--- src/rtl/breakout_pkg.sv ---
// Shared definitions for the breakout game controller: phase codes,
// overlay message codes and default game parameters.
package breakout_pkg;

  localparam logic [2:0] ST_NEWGAME = 3'd0;
  localparam logic [2:0] ST_PLAY    = 3'd1;
  localparam logic [2:0] ST_NEWBALL = 3'd2;
  localparam logic [2:0] ST_OVER    = 3'd3;
  localparam logic [2:0] ST_WIN     = 3'd4;

  localparam logic [1:0] MSG_NONE  = 2'd0;
  localparam logic [1:0] MSG_START = 2'd1;
  localparam logic [1:0] MSG_OVER  = 2'd2;
  localparam logic [1:0] MSG_WIN   = 2'd3;

  localparam int TIMER_FRAMES_DEFAULT = 120;
  localparam int LIVES_INIT_DEFAULT   = 3;

  // Text overlay shown while the game sits in a given phase.
  function automatic logic [1:0] msg_for_state(input logic [2:0] st);
    logic [1:0] m;
    case (st)
      ST_NEWGAME: m = MSG_START;
      ST_OVER:    m = MSG_OVER;
      ST_WIN:     m = MSG_WIN;
      default:    m = MSG_NONE;
    endcase
    return m;
  endfunction

endpackage

--- src/rtl/breakout_game_ctrl_if.sv ---
// Signal bundle between the graphics datapath / player inputs and the
// game controller. The controller takes the slave side.
interface breakout_game_ctrl_if;
  logic        frame_tick;
  logic [4:0]  btn;
  logic        hit;
  logic        miss;
  logic        all_cleared;
  logic        gra_still;
  logic [15:0] score;
  logic [1:0]  lives;
  logic [1:0]  msg_sel;
  logic        timer_busy;

  modport master (
    output frame_tick, btn, hit, miss, all_cleared,
    input  gra_still, score, lives, msg_sel, timer_busy
  );

  modport slave (
    input  frame_tick, btn, hit, miss, all_cleared,
    output gra_still, score, lives, msg_sel, timer_busy
  );
endinterface

--- src/rtl/breakout_game_ctrl_bcd.sv ---
// Four-digit packed BCD score counter: synchronous clear, +1 on enable,
// sticks at 9999 instead of wrapping.
module bcd_score_counter (
  input  logic        clk,
  input  logic        reset_n,
  input  logic        clr_i,
  input  logic        inc_i,
  output logic [15:0] score_o
);

  logic [15:0] score_q, score_d;
  logic        carry;
  logic [3:0]  digit;

  // Ripple a +1 through the digits; a digit at 9 rolls to 0 and passes the carry up.
  always_comb begin
    score_d = score_q;
    carry   = 1'b0;
    digit   = 4'd0;
    if (clr_i) begin
      score_d = 16'h0000;
    end else if (inc_i && score_q != 16'h9999) begin
      carry = 1'b1;
      for (int i = 0; i < 4; i++) begin
        digit = score_q[4*i +: 4];
        if (carry) begin
          if (digit == 4'd9) begin
            score_d[4*i +: 4] = 4'd0;
          end else begin
            score_d[4*i +: 4] = digit + 4'd1;
            carry = 1'b0;
          end
        end
      end
    end
  end

  // Score register, cleared immediately by reset.
  always_ff @(posedge clk or negedge reset_n) begin
    if (!reset_n) score_q <= 16'h0000;
    else          score_q <= score_d;
  end

  assign score_o = score_q;

endmodule

--- src/rtl/breakout_game_ctrl.sv ---
// Breakout game sequencer: phase FSM, frame-based pause timer, lives
// bookkeeping and registered display controls. Score lives in the
// bcd_score_counter sub-block.
module breakout_game_ctrl
  import breakout_pkg::*;
#(
  parameter int TIMER_FRAMES = TIMER_FRAMES_DEFAULT,
  parameter int LIVES_INIT   = LIVES_INIT_DEFAULT
) (
  input  logic                clk,
  input  logic                reset_n,
  breakout_game_ctrl_if.slave bus
);

  logic [2:0]  state_q, state_d;
  logic [15:0] timer_q, timer_d;
  logic [1:0]  lives_q, lives_d;
  logic        gra_still_q;
  logic [1:0]  msg_sel_q;
  logic        timer_busy_q;
  logic        timer_load;
  logic        any_btn;
  logic        score_clr, score_inc;
  logic [15:0] score_w;

  assign any_btn = |bus.btn;

  // Next phase, timer and lives; a timer load overrides a same-cycle frame tick.
  always_comb begin
    state_d    = state_q;
    lives_d    = lives_q;
    timer_load = 1'b0;
    timer_d    = timer_q;
    if (bus.frame_tick && timer_q != 16'd0) timer_d = timer_q - 16'd1;
    case (state_q)
      ST_NEWGAME: begin
        if (any_btn) state_d = ST_PLAY;
      end
      ST_PLAY: begin
        if (bus.all_cleared) begin
          state_d    = ST_WIN;
          timer_load = 1'b1;
        end else if (bus.miss) begin
          timer_load = 1'b1;
          if (lives_q <= 2'd1) begin
            lives_d = 2'd0;
            state_d = ST_OVER;
          end else begin
            lives_d = lives_q - 2'd1;
            state_d = ST_NEWBALL;
          end
        end
      end
      ST_NEWBALL: begin
        if (timer_q == 16'd0 && any_btn) state_d = ST_PLAY;
      end
      ST_OVER, ST_WIN: begin
        if (timer_q == 16'd0) state_d = ST_NEWGAME;
      end
      default: state_d = ST_NEWGAME;
    endcase
    if (timer_load) timer_d = TIMER_FRAMES[15:0];
    if (state_d == ST_NEWGAME) lives_d = LIVES_INIT[1:0];
  end

  assign score_clr = (state_d == ST_NEWGAME);
  assign score_inc = (state_q == ST_PLAY) && bus.hit;

  // State, timer and display controls; outputs are derived from next-state so they land one edge after the cause.
  always_ff @(posedge clk or negedge reset_n) begin
    if (!reset_n) begin
      state_q      <= ST_NEWGAME;
      timer_q      <= 16'd0;
      lives_q      <= LIVES_INIT[1:0];
      gra_still_q  <= 1'b1;
      msg_sel_q    <= MSG_START;
      timer_busy_q <= 1'b0;
    end else begin
      state_q      <= state_d;
      timer_q      <= timer_d;
      lives_q      <= lives_d;
      gra_still_q  <= (state_d != ST_PLAY);
      msg_sel_q    <= msg_for_state(state_d);
      timer_busy_q <= (timer_d != 16'd0);
    end
  end

  bcd_score_counter u_score (
    .clk     (clk),
    .reset_n (reset_n),
    .clr_i   (score_clr),
    .inc_i   (score_inc),
    .score_o (score_w)
  );

  assign bus.gra_still  = gra_still_q;
  assign bus.msg_sel    = msg_sel_q;
  assign bus.lives      = lives_q;
  assign bus.timer_busy = timer_busy_q;
  assign bus.score      = score_w;

endmodule

--- src/flat_wrapper.sv ---
// flat-port wrapper written by rule: the top's interface ports become plain ports
module breakout_game_ctrl_flat import breakout_pkg::*;
#(
  parameter int TIMER_FRAMES = TIMER_FRAMES_DEFAULT,
  parameter int LIVES_INIT   = LIVES_INIT_DEFAULT
)
  (clk, reset_n, bus_frame_tick, bus_btn, bus_hit, bus_miss, bus_all_cleared, bus_gra_still, bus_score, bus_lives, bus_msg_sel, bus_timer_busy);
  breakout_game_ctrl_if bus_i ();
  input  logic clk;
  input  logic reset_n;
  input wire logic [$bits(bus_i.frame_tick)-1:0] bus_frame_tick;
  input wire logic [$bits(bus_i.btn)-1:0] bus_btn;
  input wire logic [$bits(bus_i.hit)-1:0] bus_hit;
  input wire logic [$bits(bus_i.miss)-1:0] bus_miss;
  input wire logic [$bits(bus_i.all_cleared)-1:0] bus_all_cleared;
  output wire logic [$bits(bus_i.gra_still)-1:0] bus_gra_still;
  output wire logic [$bits(bus_i.score)-1:0] bus_score;
  output wire logic [$bits(bus_i.lives)-1:0] bus_lives;
  output wire logic [$bits(bus_i.msg_sel)-1:0] bus_msg_sel;
  output wire logic [$bits(bus_i.timer_busy)-1:0] bus_timer_busy;
  assign bus_i.frame_tick = bus_frame_tick;
  assign bus_i.btn = bus_btn;
  assign bus_i.hit = bus_hit;
  assign bus_i.miss = bus_miss;
  assign bus_i.all_cleared = bus_all_cleared;
  assign bus_gra_still = bus_i.gra_still;
  assign bus_score = bus_i.score;
  assign bus_lives = bus_i.lives;
  assign bus_msg_sel = bus_i.msg_sel;
  assign bus_timer_busy = bus_i.timer_busy;
  breakout_game_ctrl #(.TIMER_FRAMES(TIMER_FRAMES), .LIVES_INIT(LIVES_INIT)) u_core (.clk(clk), .reset_n(reset_n), .bus(bus_i));
endmodule
--- config.mk ---
export PLATFORM = sky130hd
export DESIGN_NAME = breakout_game_ctrl_flat
export DESIGN_NICKNAME = d
export VERILOG_FILES = /design/src/rtl/breakout_pkg.sv /design/src/rtl/breakout_game_ctrl_if.sv /design/src/rtl/breakout_game_ctrl_bcd.sv /design/src/rtl/breakout_game_ctrl.sv /design/src/flat_wrapper.sv
export SDC_FILE = /design/constraint.sdc
export NUM_CORES = 1
export LEC_CHECK = 0
export ABC_CLOCK_PERIOD_IN_PS = 7400
export CAP_MARGIN = 15
export CORE_UTILIZATION = 40
export CTS_CLUSTER_DIAMETER = 200
export DETAILED_ROUTE_END_ITERATION = 12
export HOLD_SLACK_MARGIN = 0.12
export SLEW_MARGIN = 20
export SYNTH_ARGS = -nofsm -noshare
export SYNTH_HDL_FRONTEND = slang
export SYNTH_SLANG_ARGS = --single-unit
--- constraint.sdc ---
create_clock -name clk -period 7.4 [get_ports clk]
set_input_delay 1.85 -clock clk [delete_from_list [all_inputs] [get_ports clk]]
set_output_delay 1.85 -clock clk [all_outputs]
set_load 0.01 [all_outputs]
# Word level (Yosys, flattened, before mapping)
# Cells that the tools add are included.
[classes] n_shift=0 reduce_logical=21 div=0 eq_ne=13 n_mux=38 n_lt_le_gt_ge=1 add_sub_neg=6 bitwise=0 mul=0
[op_table] cell="$mux 16" n=4
[op_table] cell="$reduce_bool 16->1" n=2
[op_table] cell="$mux 4" n=7
[op_table] cell="$add 4x1->4 const B" n=4
[op_table] cell="$eq 4x4->1 const B" n=4
[op_table] cell="$logic_not 16->1" n=1
[op_table] cell="$ne 16x16->1 const B" n=1
[op_table] cell="$sub 16x1->16 const B" n=1
[op_table] cell="$mux 1" n=15
[op_table] cell="$mux 3" n=5
[op_table] cell="$pmux 3 s4" n=1
[op_table] cell="$reduce_bool 2->1" n=6
[op_table] cell="$mux 2" n=5
[op_table] cell="$eq 3x2->1 const B" n=3
[op_table] cell="$eq 3x3->1 const B" n=2
[op_table] cell="$logic_not 3->1" n=2
[op_table] cell="$pmux 2 s3" n=1
[op_table] cell="$reduce_and 2->1" n=3
[op_table] cell="$reduce_or 5->1" n=1
[op_table] cell="$logic_and 1x1->1" n=4
[op_table] cell="$eq 3x1->1 const B" n=1
[op_table] cell="$ne 3x1->1 const B" n=1
[op_table] cell="$reduce_and 3->1" n=1
[op_table] cell="$le 2x1->1 const B" n=1
[op_table] cell="other kinds (3)" n=3
[word_totals] mem_count=0 word_cells=89 output_inout_bits=22 reg_bits=41 latch_bits=0 ramBits=0 rom_bits=0

# Longest topological paths before layout
[depth] word_depth=16 depth_mapped=9

# Hierarchy
# Synthesis repeated with hierarchy kept, for this count alone.
[hier_totals] hier_cells=259 hier_area_um2=2547.4
[modules_own_cells] module="breakout_game_ctrl" cells_per_inst=160 area_per_inst_um2=1506.4 n_inst=1
[modules_own_cells] module="bcd_score_counter" cells_per_inst=99 area_per_inst_um2=1041.0 n_inst=1

# Least setup slack after synthesis
# Ideal clock, no wire load.
[synth_timing] kind="input-to-reg" start="input bus_btn[1]" end="register u_core.u_score.score_q[12], in the netlist u_core.u_score.score_o[12]" path_buffers=1 arrival_ns=3.342 setup_slack_ns=3.939 required_ns=7.281 stages=7 cell_sequence="or4_1 o21bai_1 or4_1 nand3_2 nor3_4 buf_6 nor2_2"
[synth_via] elab_chain_len=7
[synth_rtl] element="from (decl)" line="flat_wrapper.sv:12" text="input wire logic [$bits(bus_i.btn)-1:0] bus_btn;"
[synth_rtl] element="$reduce_or 5->1 *" line="breakout_game_ctrl.sv:26" text="assign any_btn = |bus.btn;"
[synth_rtl] element="$logic_and 1x1->1" line="breakout_game_ctrl.sv:55" text="if (timer_q == 16'd0 && any_btn) state_d = ST_PLAY;"
[synth_rtl] element="$mux 3" line="breakout_game_ctrl.sv:55"
[synth_rtl] element="$pmux 3 s4 *" line="breakout_game_ctrl.sv:35" text="case (state_q)"
[synth_rtl] element="via u_core.state_d[0]" line="breakout_game_ctrl.sv:15" text="logic [2:0] state_q, state_d;"
[synth_rtl] element="$logic_not 3->1 *" line="breakout_game_ctrl.sv:66" text="assign score_clr = (state_d == ST_NEWGAME);"
[synth_rtl] element="$reduce_bool 2->1 (no source line)"
[synth_rtl] element="$reduce_and 2->1 (no source line)"
[synth_rtl] element="to (signal assigned)" line="breakout_game_ctrl_bcd.sv:41" text="else score_q <= score_d;"
[synth_rtl] element="to (decl)" line="breakout_game_ctrl_bcd.sv:11" text="logic [15:0] score_q, score_d;"
# The timed path passes the listed nets; every way through them passes the cells marked *.
# A chain may end at the register's enable or synchronous reset.

# Final worst setup path
[layout_timing] start="input bus_btn[1]" end="register u_core.u_score.score_q[6], in the netlist u_core.u_score.score_o[6]"
# The elaborated chain is that of the path after synthesis.

==> key figures <==
Pwr
  • Psw: 0.303 mW
  • Overall Power: 0.798 mW
  • Combinational share of power: 36.1%
  • Sw frac: 37.9%
  • Leak: 1.18 nW
  • Seq pwr share: 39.6%
  • Power density over the cells: 275 nW/um^2
  • Internal power: 0.496 mW
  • Peak supply drop: 0.262 mV
  • Clock network power share: 24.3%

Routing
  • Residual DRC: 0
  • Drt via density: 5.46
  • Drt first pass iters: 4
  • DR WL/cell: 13.7 um
  • First DRT Iteration DRCs: 102
  • Post-DRT Antenna Nets: 0
  • Vias: 1998
  • Final wirelength: 5.03 mm

Layout
  • Layout Cells excl Fill: 366
  • Nets: 313
  • Fin area: 2900 um^2
  • Utilization after layout: 51.4%
  • Area Overhead vs Synth: 21.0%
  • Ant diodes: 0
  • Highest-count cells in the layout ignoring fill and taps: dfrtp_1 (37), clkdlybuf4s50_1 (31), nand2_1 (26)
  • Share of cells above drive strength 1: 11.6%
  • Commonest non-fill, non-tap cell in the layout: dfrtp_1

Hold path
  • Hold Crit Class: reg2reg

Die
  • Die height: 79.4 um
  • Core Rows: 27
  • Die span in x: 79.4 um
  • Core area: 5640 um^2
  • Die ar.: 6310 um^2
  • Initial Util: 42.5%
  • I/O pin total: 33

Clocking
  • # hold bufs at CTS: 0
  • CTS tree: yes
  • Resized Gates After CTS: 0
  • Clock Tree Buf Depth: 2
  • Clk Latency, worst-skew pair: 0.30 ns
  • Worst-path clk slew: 0.09 ns
  • Post-CTS setup buffer count: 0
  • Num CTS Buffers: 5
  • Clock Tree Root: clkbuf_8
  • Sinks on Clock Net: 41
  • H-tree depth reported by CTS: 2

Yosys
  • Unique masters post-synth: 53
  • Post-Syn Area: 2400 um^2
  • Mapped Avg Cell Area: 9.26 um^2
  • FF+latch count, synth: 41
  • Syn Nets: 279
  • Ys async rst share: 100%
  • Synthesis warning total: 0
  • Sequential share of the synthesized area: 43.0%
  • Post-Synthesis Cells: 259
  • Post-synth EDFFs: 0
  • Ys flop type: dfrtp_1

STA
  • Tmin final: 3.98 ns
  • Final setup margin: 3.42 ns
  • Worst Tran Pin Value: 0.932 ns
  • Worst Hold Slack: 0.521 ns
  • Slew Limit Fails: 0
  • Worst slew margin: 37.9%
  • Final setup TNS: 0 ns
  • RSZ-0062 raised after global routing: no
  • Clock Skews: 0.00742 ns
  • Tcrit/Tclk final: 53.7%
  • Final Setup Violations: 0
  • Final hold vios: 0
  • Max frequency: 0.251 GHz

Run status
  • Status: completed

Global routing
  • Global-route wire length before repair: 8.74 mm
  • Initial antenna violation count: 0
  • Grt total ovfl: 0
  • Vias in the first global route: 1875
  • Total track usage: 17.8%
  • Largest net degree at the start of global routing: 42

Worst setup path
  • Arrival @ worst endpoint: 4.12 ns
  • Critical path class: in2reg
  • CP required: 7.54 ns
  • Crit-path max FO: 18
  • Crit. End Element: register
  • Startpoint types: primary input

Placement
  • IO buf count: 32
  • Post-DP Area: 2780 um^2
  • Post-DP HPWL: 3.49 mm
  • Dpl ws: 3.05 ns
  • GP Congestion: 0.800
  • Cells after DPL: 358

Run
  • Max-Cap Viols: 0
## power groups by stage
stage                     Sequential [mW]  Clock (mW)  Combinational, mW
final                               0.316       0.194              0.288
after global routing                0.323       0.209              0.325
after CTS                           0.316       0.199              0.294
after detailed placement            0.319           0              0.292
after global placement              0.319           0              0.289
after floorplan                     0.311           0              0.217
## flip-flops by register name (all words and copies together) (netlist names)
name                    cells
u_core.u_score.score_o     16
u_core.bus.msg_sel          2
u_core.timer_q             16
u_core.bus.lives            2
u_core.bus.timer_busy       1
u_core.bus.gra_still        1
u_core.state_q              3
## cell type report
type | instances | area (um^2)
Clock buffer | 6 | 82.6
Clock inverter | 2 | 37.5
Fill cell | 542 | 2740
Inverter | 11 | 41.3
Multi-Input combinational cell | 201 | 1300
Sequential cell | 41 | 1030
Tap cell | 72 | 90.1
Timing Repair Buffer | 33 | 323
## final timing paths
check,slack [ns],endpoint,startpoint,cells past startpoint
worst max-delay path,3.42,u_core.u_score.score_o[6],bus_btn[1],7
worst min-delay path,0.52,u_core.bus.lives[1],u_core.bus.lives[1],2
worst max register to register,4.31,u_core.u_score.score_o[6],u_core.timer_q[0],8
worst min register to register,0.52,u_core.bus.lives[1],u_core.bus.lives[1],2
max in group asynchronous,5.14,u_core.u_score.score_o[6],reset_n,1
min in group asynchronous,1.67,u_core.u_score.score_o[7],reset_n,1
## cells in the mapped netlist, types with 2 or more instances
master / n / area share (%)
o211ai_1: 2 / 0.63
o31ai_1: 2 / 0.63
nor3_1: 13 / 2.7
clkbuf_1: 5 / 0.78
and4_1: 2 / 0.73
o21bai_1: 2 / 0.63
and2_1: 5 / 1.3
or3_1: 6 / 1.6
nor2_1: 22 / 3.4
dfrtp_1: 37 / 39
nand2_1: 26 / 4.1
nand3_1: 5 / 1.0
xnor2_1: 3 / 1.1
nor4b_1: 4 / 1.5
nand4_1: 3 / 0.78
inv_1: 11 / 1.7
or4_1: 5 / 1.6
and3b_1: 2 / 0.73
a21oi_1: 17 / 3.5
mux2i_1: 5 / 2.1
o21ai_0: 11 / 2.3
xor2_1: 9 / 3.3
dfstp_2: 4 / 4.4
nand2b_1: 8 / 2.1
ha_1: 9 / 4.7
nor2_2: 10 / 2.6
nor4_1: 5 / 1.3
## critical path, cell delays in order
cell and delay, ns:
clkdlybuf4s50_1 0.39, or4_1 0.54, o21bai_1 0.17, or4_1 0.14, nand3_2 0.14, nor3_4 0.76
a21oi_1 0.11
## routing by layer
metal  share of wire (%)  up-vias  wire length (um)  global-route usage [%]
met5                   0        -                 0                       0
met2                  47       35              2340                    28.4
met4                 1.8        0                90                    6.91
met3                 3.7        8               187                    4.00
met1                  48      967              2410                    23.4
li1                    -      988                 -                       -
## cell families after synthesis
logic type	synth area share [%]
simple gates	30.7
mux	2.09
buf+inv	2.97
fa+ha+maj	4.69
xor+xnor	4.38
flops	43.0
compound gates	12.2
(Power assumes the default switching activity.)
